[src/rtl/mem_bus_ctrl.sv]
// mem_bus_ctrl: converts single-word core read/write requests into an
// asynchronous-SRAM style access (SETUP, STROBE, HOLD) with optional
// wait-state extension and timeout. Every output is driven from a flop.
`timescale 1ns/1ps
module mem_bus_ctrl #(
    parameter int unsigned WAIT_CYCLES = 1,
    parameter int unsigned MAX_WAIT    = 255
) (
    input  logic        i_clk,
    input  logic        i_rst_n,
    input  logic        i_rd,
    input  logic        i_wr,
    input  logic [15:0] i_address,
    input  logic [15:0] i_wdata,
    output logic [15:0] o_rdata,
    output logic        o_ready,
    output logic        o_err,
    output logic [15:0] o_mem_addr,
    output logic [15:0] o_mem_wdata,
    output logic        o_mem_cs_n,
    output logic        o_mem_oe_n,
    output logic        o_mem_we_n,
    input  logic [15:0] i_mem_rdata,
    input  logic        i_mem_wait
);

    localparam logic [3:0] LP_WAIT = 4'(WAIT_CYCLES);
    localparam logic [7:0] LP_MAX  = 8'(MAX_WAIT);

    typedef enum logic [1:0] {
        IDLE   = 2'd0,
        SETUP  = 2'd1,
        STROBE = 2'd2,
        HOLD   = 2'd3
    } state_t;

    state_t      r_state;
    state_t      w_next;
    logic        w_timeout;
    logic        w_strobe_last;

    logic        r_is_rd;
    logic [3:0]  r_cnt;
    logic [7:0]  r_wcnt;
    logic [15:0] r_rdata;
    logic        r_ready;
    logic        r_err;
    logic [15:0] r_mem_addr;
    logic [15:0] r_mem_wdata;
    logic        r_mem_cs_n;
    logic        r_mem_oe_n;
    logic        r_mem_we_n;

    // State register
    always_ff @(posedge i_clk or negedge i_rst_n) begin
        if (!i_rst_n) r_state <= IDLE;
        else          r_state <= w_next;
    end

    // Next-state logic; the strobe's last base cycle is where i_mem_wait counts
    always_comb begin
        w_next        = r_state;
        w_timeout     = 1'b0;
        w_strobe_last = (r_cnt == 4'd0);
        case (r_state)
            IDLE:   if (i_rd ^ i_wr) w_next = SETUP;
            SETUP:  w_next = STROBE;
            STROBE: begin
                if (w_strobe_last) begin
                    if (i_mem_wait && (r_wcnt != LP_MAX)) begin
                        w_next = STROBE;
                    end else begin
                        w_next    = HOLD;
                        w_timeout = i_mem_wait;
                    end
                end
            end
            HOLD:   w_next = IDLE;
            default: w_next = IDLE;
        endcase
    end

    // Datapath and bus pins, registered one cycle ahead of the state they belong to
    always_ff @(posedge i_clk or negedge i_rst_n) begin
        if (!i_rst_n) begin
            r_is_rd     <= 1'b0;
            r_cnt       <= 4'd0;
            r_wcnt      <= 8'd0;
            r_rdata     <= 16'd0;
            r_ready     <= 1'b0;
            r_err       <= 1'b0;
            r_mem_addr  <= 16'd0;
            r_mem_wdata <= 16'd0;
            r_mem_cs_n  <= 1'b1;
            r_mem_oe_n  <= 1'b1;
            r_mem_we_n  <= 1'b1;
        end else begin
            r_ready <= 1'b0;
            r_err   <= 1'b0;
            case (r_state)
                IDLE: begin
                    if (i_rd && i_wr) begin
                        r_err <= 1'b1;
                    end else if (i_rd || i_wr) begin
                        r_is_rd     <= i_rd;
                        r_mem_addr  <= i_address;
                        r_mem_wdata <= i_wdata;
                        r_mem_cs_n  <= 1'b0;
                    end
                end
                SETUP: begin
                    r_cnt      <= LP_WAIT;
                    r_wcnt     <= 8'd0;
                    r_mem_oe_n <= ~r_is_rd;
                    r_mem_we_n <= r_is_rd;
                end
                STROBE: begin
                    if (!w_strobe_last) begin
                        r_cnt <= r_cnt - 4'd1;
                    end else if (w_next == STROBE) begin
                        r_wcnt <= r_wcnt + 8'd1;
                    end else begin
                        r_mem_oe_n <= 1'b1;
                        r_mem_we_n <= 1'b1;
                        r_ready    <= 1'b1;
                        r_err      <= w_timeout;
                        r_wcnt     <= 8'd0;
                        if (r_is_rd) r_rdata <= w_timeout ? 16'hFFFF : i_mem_rdata;
                    end
                end
                HOLD: begin
                    r_mem_cs_n <= 1'b1;
                end
                default: begin
                    r_mem_cs_n <= 1'b1;
                end
            endcase
        end
    end

    assign o_rdata     = r_rdata;
    assign o_ready     = r_ready;
    assign o_err       = r_err;
    assign o_mem_addr  = r_mem_addr;
    assign o_mem_wdata = r_mem_wdata;
    assign o_mem_cs_n  = r_mem_cs_n;
    assign o_mem_oe_n  = r_mem_oe_n;
    assign o_mem_we_n  = r_mem_we_n;

endmodule

[config.mk]
export PLATFORM = sky130hd
export DESIGN_NAME = mem_bus_ctrl
export DESIGN_NICKNAME = d
export VERILOG_FILES = /design/src/rtl/mem_bus_ctrl.sv
export SDC_FILE = /design/constraint.sdc
export NUM_CORES = 1
export LEC_CHECK = 0
export BUFFER_PORTS_ARGS = -buffer_cell sky130_fd_sc_hd__buf_2
export CORE_ASPECT_RATIO = 1.5
export CORE_MARGIN = 2
export CORE_UTILIZATION = 35
export CTS_CLUSTER_SIZE = 10
export DETAILED_ROUTE_END_ITERATION = 12
export GPL_ROUTABILITY_DRIVEN = 0
export PLACE_DENSITY_LB_ADDON = 0.05
export SLEW_MARGIN = 30
export SYNTH_ARGS = -nofsm -noshare
export SYNTH_HDL_FRONTEND = slang
export SYNTH_SLANG_ARGS = --single-unit
[constraint.sdc]
create_clock -name i_clk -period 6.4 [get_ports i_clk]
set_input_delay 1.28 -clock i_clk [delete_from_list [all_inputs] [get_ports i_clk]]
set_output_delay 1.28 -clock i_clk [all_outputs]
set_load 0.02 [all_outputs]
==> results of run 1 <==
## cell usage in the layout (no fill, tap or decap), types with 3 or more instances in the layout
master     count
buf_2        105
dfrtp_1       65
mux2_2        32
o22a_2        16
inv_1         15
nand2_1       13
nand3_1       10
clkbuf_16      9
ha_1           8
o21ai_0        7
clkinv_2       6
nand2b_1       5
nor2_1         5
o22ai_1        5
a21oi_1        3
a31oi_1        3
a31o_2         3
dfstp_2        3
## power groups by stage
stage / sequential [uW] / clock, uW / combinational (uW)
after CTS: 736 / 460 / 936
after detailed placement: 741 / 0 / 934
after global placement: 735 / 0 / 925
after floorplan: 942 / 0 / 445
final: 733 / 443 / 922
after global routing: 760 / 471 / 1000
## registers in the layout (all words and copies together) (netlist names)
signal       cells
o_mem_wdata     16
o_mem_cs_n       1
r_cnt            4
o_mem_oe_n       1
r_wcnt           8
r_state          2
r_is_rd          1
o_mem_addr      16
o_rdata         16
o_mem_we_n       1
o_err            1
o_ready          1
## synth_stat cells, drive strengths merged
master / n / share of area
inv: 16 / 0.020
nand2: 13 / 0.016
nand3b: 1 / 0.0025
o21ai: 7 / 0.012
o22a: 16 / 0.053
nand4: 2 / 0.0041
a21o: 2 / 0.0054
o311ai: 1 / 0.0029
nand3: 11 / 0.022
buf: 4 / 0.018
nand2b: 5 / 0.010
a31oi: 3 / 0.0062
o211ai: 2 / 0.0095
o2111ai: 1 / 0.0029
o22ai: 5 / 0.010
nor3: 2 / 0.0033
and3: 1 / 0.0025
ha: 8 / 0.033
dfrtp: 65 / 0.54
or3: 1 / 0.0021
or3b: 1 / 0.0029
clkinv: 1 / 0.0012
o31ai: 2 / 0.0049
and2: 2 / 0.0041
o41ai: 2 / 0.0058
a31o: 3 / 0.0087
a41oi: 1 / 0.0029
mux2i: 1 / 0.0033
nor4: 2 / 0.0041
nor2b: 1 / 0.0021
clkbuf: 7 / 0.0087
or4: 2 / 0.0054
a32o: 1 / 0.0033
a21oi: 3 / 0.0049
o211a: 1 / 0.0033
nor3b: 2 / 0.0049
mux2: 32 / 0.12
dfstp: 3 / 0.026
nor2: 5 / 0.0062
o21a: 1 / 0.0025
xnor2: 2 / 0.0058
## worst max-delay path, cell delays in order, from the launching register on
cell and delay, ns:
dfrtp_1 0.42, inv_1 0.13, ha_1 0.69, clkinv_1 0.48, nor3_1 0.52, and2_1 0.61, o22a_2 0.26
## how the worst max path moves through the flow
stage | end | from
2_1_floorplan | o_rdata[10]$_DFFE_PN0P_ | i_rd
3_3_place_gp | o_rdata[6]$_DFFE_PN0P_ | i_rd
3_5_place_dp | o_rdata[7]$_DFFE_PN0P_ | i_rd
4_1_cts | o_rdata[7]$_DFFE_PN0P_ | r_state[0]$_DFF_PN0_
5_1_grt | o_rdata[3]$_DFFE_PN0P_ | r_state[0]$_DFF_PN0_
6_report | o_rdata[5]$_DFFE_PN0P_ | r_state[0]$_DFF_PN0_
## layout make-up
class | count | area [um2]
Timing Repair Buffer | 108 | 551.8
Multi-Input combinational cell | 145 | 1187
Fill cell | 841 | 4502
Tap cell | 107 | 133.9
Clock buffer | 10 | 239.0
Inverter | 17 | 63.81
Sequential cell | 68 | 1705
Clock inverter | 6 | 30.03
## stage by stage
step / hold slack (ns) / std cells
2_1_floorplan: 0.4721 / 241
3_3_place_gp: 0.4679 / 445
3_5_place_dp: 0.4723 / 445
4_1_cts: 0.4845 / 461
5_1_grt: 0.5034 / 461
6_report: 0.4825 / 461
## cells by family (layout without fill, tap and decap cells)
family | Yosys count | after routing | share of synthesized area
AND/OR/NAND/NOR | 51 | 51 | 0.09271
XOR/XNOR | 2 | 2 | 0.005769
AO/OA/AOI/OAI | 51 | 51 | 0.1376
multiplexers | 33 | 33 | 0.1220
buffers and inverters | 28 | 141 | 0.04738
adder cells (fa/ha/maj) | 8 | 8 | 0.03296
flip-flops | 68 | 68 | 0.5616
## layer usage
layer / global-route usage / vias up
met5: 0 / -
met4: 0.07945 / 0
met3: 0.02837 / 9
met2: 0.2495 / 81
met1: 0.1677 / 1124
li1: - / 1088
==> impl_metrics.py, run 1 <==
metrics = {
    "outcome": {
        "status": "finished clean",
    },
    "detailed_routing": {
        "wl_met3_um": 367,
        "drtAntennaViolNets": 0,
        "vias": 2302,
        "wl_met1_um": 2806,
        "wl_met2_um": 3386,
        "via_per_inst": 4.993,
        "drt-total-wl_um": 6677,
        "top_layer": "met4",
        "wl_per_cell_um": 14.48,
        "drt_iter0_drc": 116,
        "drc_errors": 0,
        "first_pass_iters": 4,
    },
    "worst_setup_path": {
        "end_kind": "register",
        "reg2reg_to": "o_rdata[5]$_DFFE_PN0P_",
        "cp.required_ns": 6.66,
        "critPathKind": "reg -> reg",
        "cp_max_fo": 22,
        "crit_path_start_kind": "register",
        "worst_ep_arrival_time_ns": 3.45,
        "r2r_slack_ns": 3.21,
        "reg2regPathDepth": 6,
        "rr_startpoint": "r_state[0]$_DFF_PN0_",
    },
    "cts": {
        "cts_hold_buf": 0,
        "clock_path_buffers": 2,
        "cts_root_buf": "clkbuf_16",
        "numClockSinks": 68,
        "ctsResizeCount": 0,
        "clk_latency_ns": 0.33,
        "numCtsBuffers": 9,
        "cts_setup_buffers": 0,
        "cts_tree": "done",
        "path_clk_slew_ns": 0.06,
        "htree_levels": 3,
    },
    "global_route": {
        "grt_pass1_wl_um": 10810,
        "grt_max_degree": 69,
        "antenna_found_initial": 0,
        "grt_pass1_vias": 2328,
        "grt-ovfl-total": 0,
        "gr-usage-all-layers": 0.1462,
    },
    "timing": {
        "period_share": 0.4988,
        "tightest_slew_ns": 0.7849,
        "setup_ws_ns": 3.208,
        "final.min_clock_period_ns": 3.192,
        "skew_ns": 0.007286,
        "setup_violations": 0,
        "relSlewSlack": 0.4768,
        "rsz0062_at_grt": "false",
        "drv_slew": 0,
        "hold_viol_final": 0,
        "fmax_mhz": 313.3,
        "fin_tns_setup_ns": 0,
    },
    "flow_run": {
        "cap_violations": 0,
    },
    "layout": {
        "final_util": 0.4649,
        "antennaDiodeCount": 0,
        "syn_to_final_growth_pct": 28.80,
        "design_area_um2": 3911,
        "drive_gt1_frac": 0.5198,
        "nets": 410,
    },
    "power_and_ir_drop": {
        "power.switching_uw": 823.1,
        "vdd_drop_max_mv": 0.2693,
        "power_density_nw_per_um2": 536.6,
        "power_frac_comb": 0.440,
        "netSwitchingFraction": 0.3922,
        "pwr-share-clk": 0.211,
        "total_power_uw": 2099,
        "seqPwrFrac": 0.349,
        "internal_power_uw": 1275,
        "total_leakage_power_uw": 0.001871,
    },
    "floorplanning": {
        "floorplan.core_area_um2": 8413,
        "row_count": 41,
        "pin_count": 106,
        "die-area_um2": 9453,
        "die_x_um": 80.06,
        "die_h_um": 118.1,
        "initial_core_util": 0.3609,
    },
    "placed_design": {
        "place_ws_ns": 3.189,
        "portBuffers": 105,
        "dpl_cell_area_um2": 3638,
        "hpwl_um": 4608,
    },
    "min_path": {
        "min_path_type": "reg -> reg",
        "hold_path_end": "o_rdata[0]$_DFFE_PN0P_",
        "min-delay-start": "o_rdata[0]$_DFFE_PN0P_",
        "min_path_cells": 1,
    },
    "synth": {
        "ys_warn_count": 0,
        "synth_nets": 302,
        "synth.avg_cell_area_um2": 12.60,
        "synth-seq-cells": 68,
        "synthCells": 241,
        "synth_cell_types": 47,
        "synth-seq-area-share": 0.5616,
        "syn-cell-area_um2": 3037,
    },
}
No activity file was read; power rests on OpenSTA's default activity.
==> inputs of run 2 (changes only) <==
- clock period: 6.4 -> 3.2 ns (I/O delays scaled with it)
==> impl_metrics.py, run 2 (synthesis gave the netlist of run 1 again) <==
metrics = {
    "global_route": {
        "grt_pass1_vias": 2374,
        "grt_pass1_wl_um": 10840,
        "grt-ovfl-total": 0,
        "gr-usage-all-layers": 0.1489,
        "antenna_found_initial": 0,
        "grt_max_degree": 39,
    },
    "power_and_ir_drop": {
        "power_density_nw_per_um2": 1094,
        "total_leakage_power_uw": 0.001903,
        "vdd_drop_max_mv": 0.5248,
    },
    "cts": {
        "cts_hold_buf": 0,
        "cts_setup_buffers": 0,
        "ctsResizeCount": 0,
        "cts_root_buf": "clkbuf_16",
        "clk_latency_ns": 0.32,
        "numClockSinks": 68,
        "cts_tree": "done",
        "htree_levels": 3,
        "numCtsBuffers": 9,
        "clock_path_buffers": 2,
        "path_clk_slew_ns": 0.05,
    },
    "timing": {
        "final.min_clock_period_ns": 2.373,
        "relSlewSlack": 0.5068,
        "drv_slew": 0,
        "period_share": 0.7415,
        "tightest_slew_ns": 0.7399,
        "fin_tns_setup_ns": 0,
        "fmax_mhz": 421.5,
        "hold_viol_final": 0,
        "rsz0062_at_grt": "false",
        "setup_violations": 0,
        "skew_ns": 0.006596,
    },
    "floorplanning": {
        "floorplan.core_area_um2": 8413,
        "pin_count": 106,
        "die_h_um": 118.1,
        "row_count": 41,
        "initial_core_util": 0.3609,
        "die-area_um2": 9453,
        "die_x_um": 80.06,
    },
    "layout": {
        "drive_gt1_frac": 0.5197,
        "nets": 412,
        "antennaDiodeCount": 0,
        "final_util": 0.4735,
        "syn_to_final_growth_pct": 31.19,
        "final_cell_mix": "105 x buf_2, 65 x dfrtp_1, 32 x mux2_2",
        "mostFrequentLayoutCell": "buf_2",
    },
    "worst_setup_path": {
        "critPathKind": "reg -> reg",
        "critPathBufInv": 1,
        "worst_ep_arrival_time_ns": 2.58,
        "cp_max_fo": 16,
        "critPathTopFamily": "compound AO/OA/AOI/OAI gates",
        "slowest_delay_ns": 0.52,
        "crit_path_top_delay_cell": "or3b_1",
        "crit_chain": "inv_1 -> ha_1 -> or3b_1 -> a21o_1 -> o211ai_4 -> nand3_4 -> o22a_2",
        "crit_path_start_kind": "register",
        "cp.required_ns": 3.41,
        "end_kind": "register",
    },
    "detailed_routing": {
        "drc_errors": 0,
        "drt-total-wl_um": 6478,
        "drt_iter0_drc": 103,
        "via_per_inst": 4.864,
        "first_pass_iters": 5,
        "vias": 2252,
        "wl_per_cell_um": 13.99,
        "drtAntennaViolNets": 0,
    },
    "outcome": {
        "status": "finished clean",
    },
    "placed_design": {
        "portBuffers": 105,
        "hpwl_um": 4751,
    },
    "min_path": {
        "min_path_type": "in -> async",
    },
    "flow_run": {
        "cap_violations": 0,
    },
}
## run 2: worst register-to-register path, delay by kind of cell (launching register included)
kind	cells	cell delay, ns
DFF	1	0.38
buffers and inverters	1	0.09
and+or+nand+nor	2	0.75
AOI/OAI and AO/OA	3	0.84
adders and majority gates	1	0.20
## run 2: worst paths after layout
| check | startpoint | end | slack, ns | cells past startpoint |
|---|---|---|---|---|
| worst min-delay path | i_rst_n | r_wcnt[7]$_DFFE_PN0P_ | 0.38 | 1 |
| worst max register to register | r_cnt[0]$_DFFE_PN0P_ | o_rdata[2]$_DFFE_PN0P_ | 0.83 | 7 |
| min in group i_clk | o_rdata[5]$_DFFE_PN0P_ | o_rdata[5]$_DFFE_PN0P_ | 0.48 | 1 |
| worst max-delay path | r_cnt[0]$_DFFE_PN0P_ | o_rdata[2]$_DFFE_PN0P_ | 0.83 | 7 |
| max in group asynchronous | i_rst_n | o_mem_wdata[10]$_DFFE_PN0P_ | 2.17 | 2 |
| worst min register to register | o_rdata[5]$_DFFE_PN0P_ | o_rdata[5]$_DFFE_PN0P_ | 0.48 | 1 |
## run 2: layer usage
metal	vias up	GRT usage	wire length, um
met5	-	0	0
met4	0	0.08263	123
met3	8	0.03221	399
met2	74	0.2536	3306
met1	1076	0.1681	2649
li1	1094	-	-
## run 2: area by class of cell
class                   instances  area [um2]
flip-flops and latches         68        1705
repair buffers                110       575.6
multi-input cells             145        1187
fillers                       810        4429
well taps                     107       133.9
clock buffers                  11       242.7
clock inverters                 5       75.07
inverters                      17       63.81
## run 2: through the flow
step	hold WS [ns]	cell area, um2	cells	worst slack, ns	power (uW)
floorplan	0.3444	3037	241	0.9837	2774
global placement	0.4670	3666	447	0.7671	3341
detailed placement	0.4729	3666	447	0.7293	3361
CTS	0.4004	3984	463	0.7903	4438
global route	0.4371	3984	463	0.6463	4652
finish	0.3769	3984	463	0.8273	4359
## run 2: report_power, final
group / internal (uW) / leakage [uW] / switching [uW] / total [uW]
clock: 698 / 0.000159 / 341 / 1040
sequential: 1260 / 0.000829 / 198 / 1460
combinational: 763 / 0.000914 / 1100 / 1860
total: 2720 / 0.00190 / 1640 / 4360
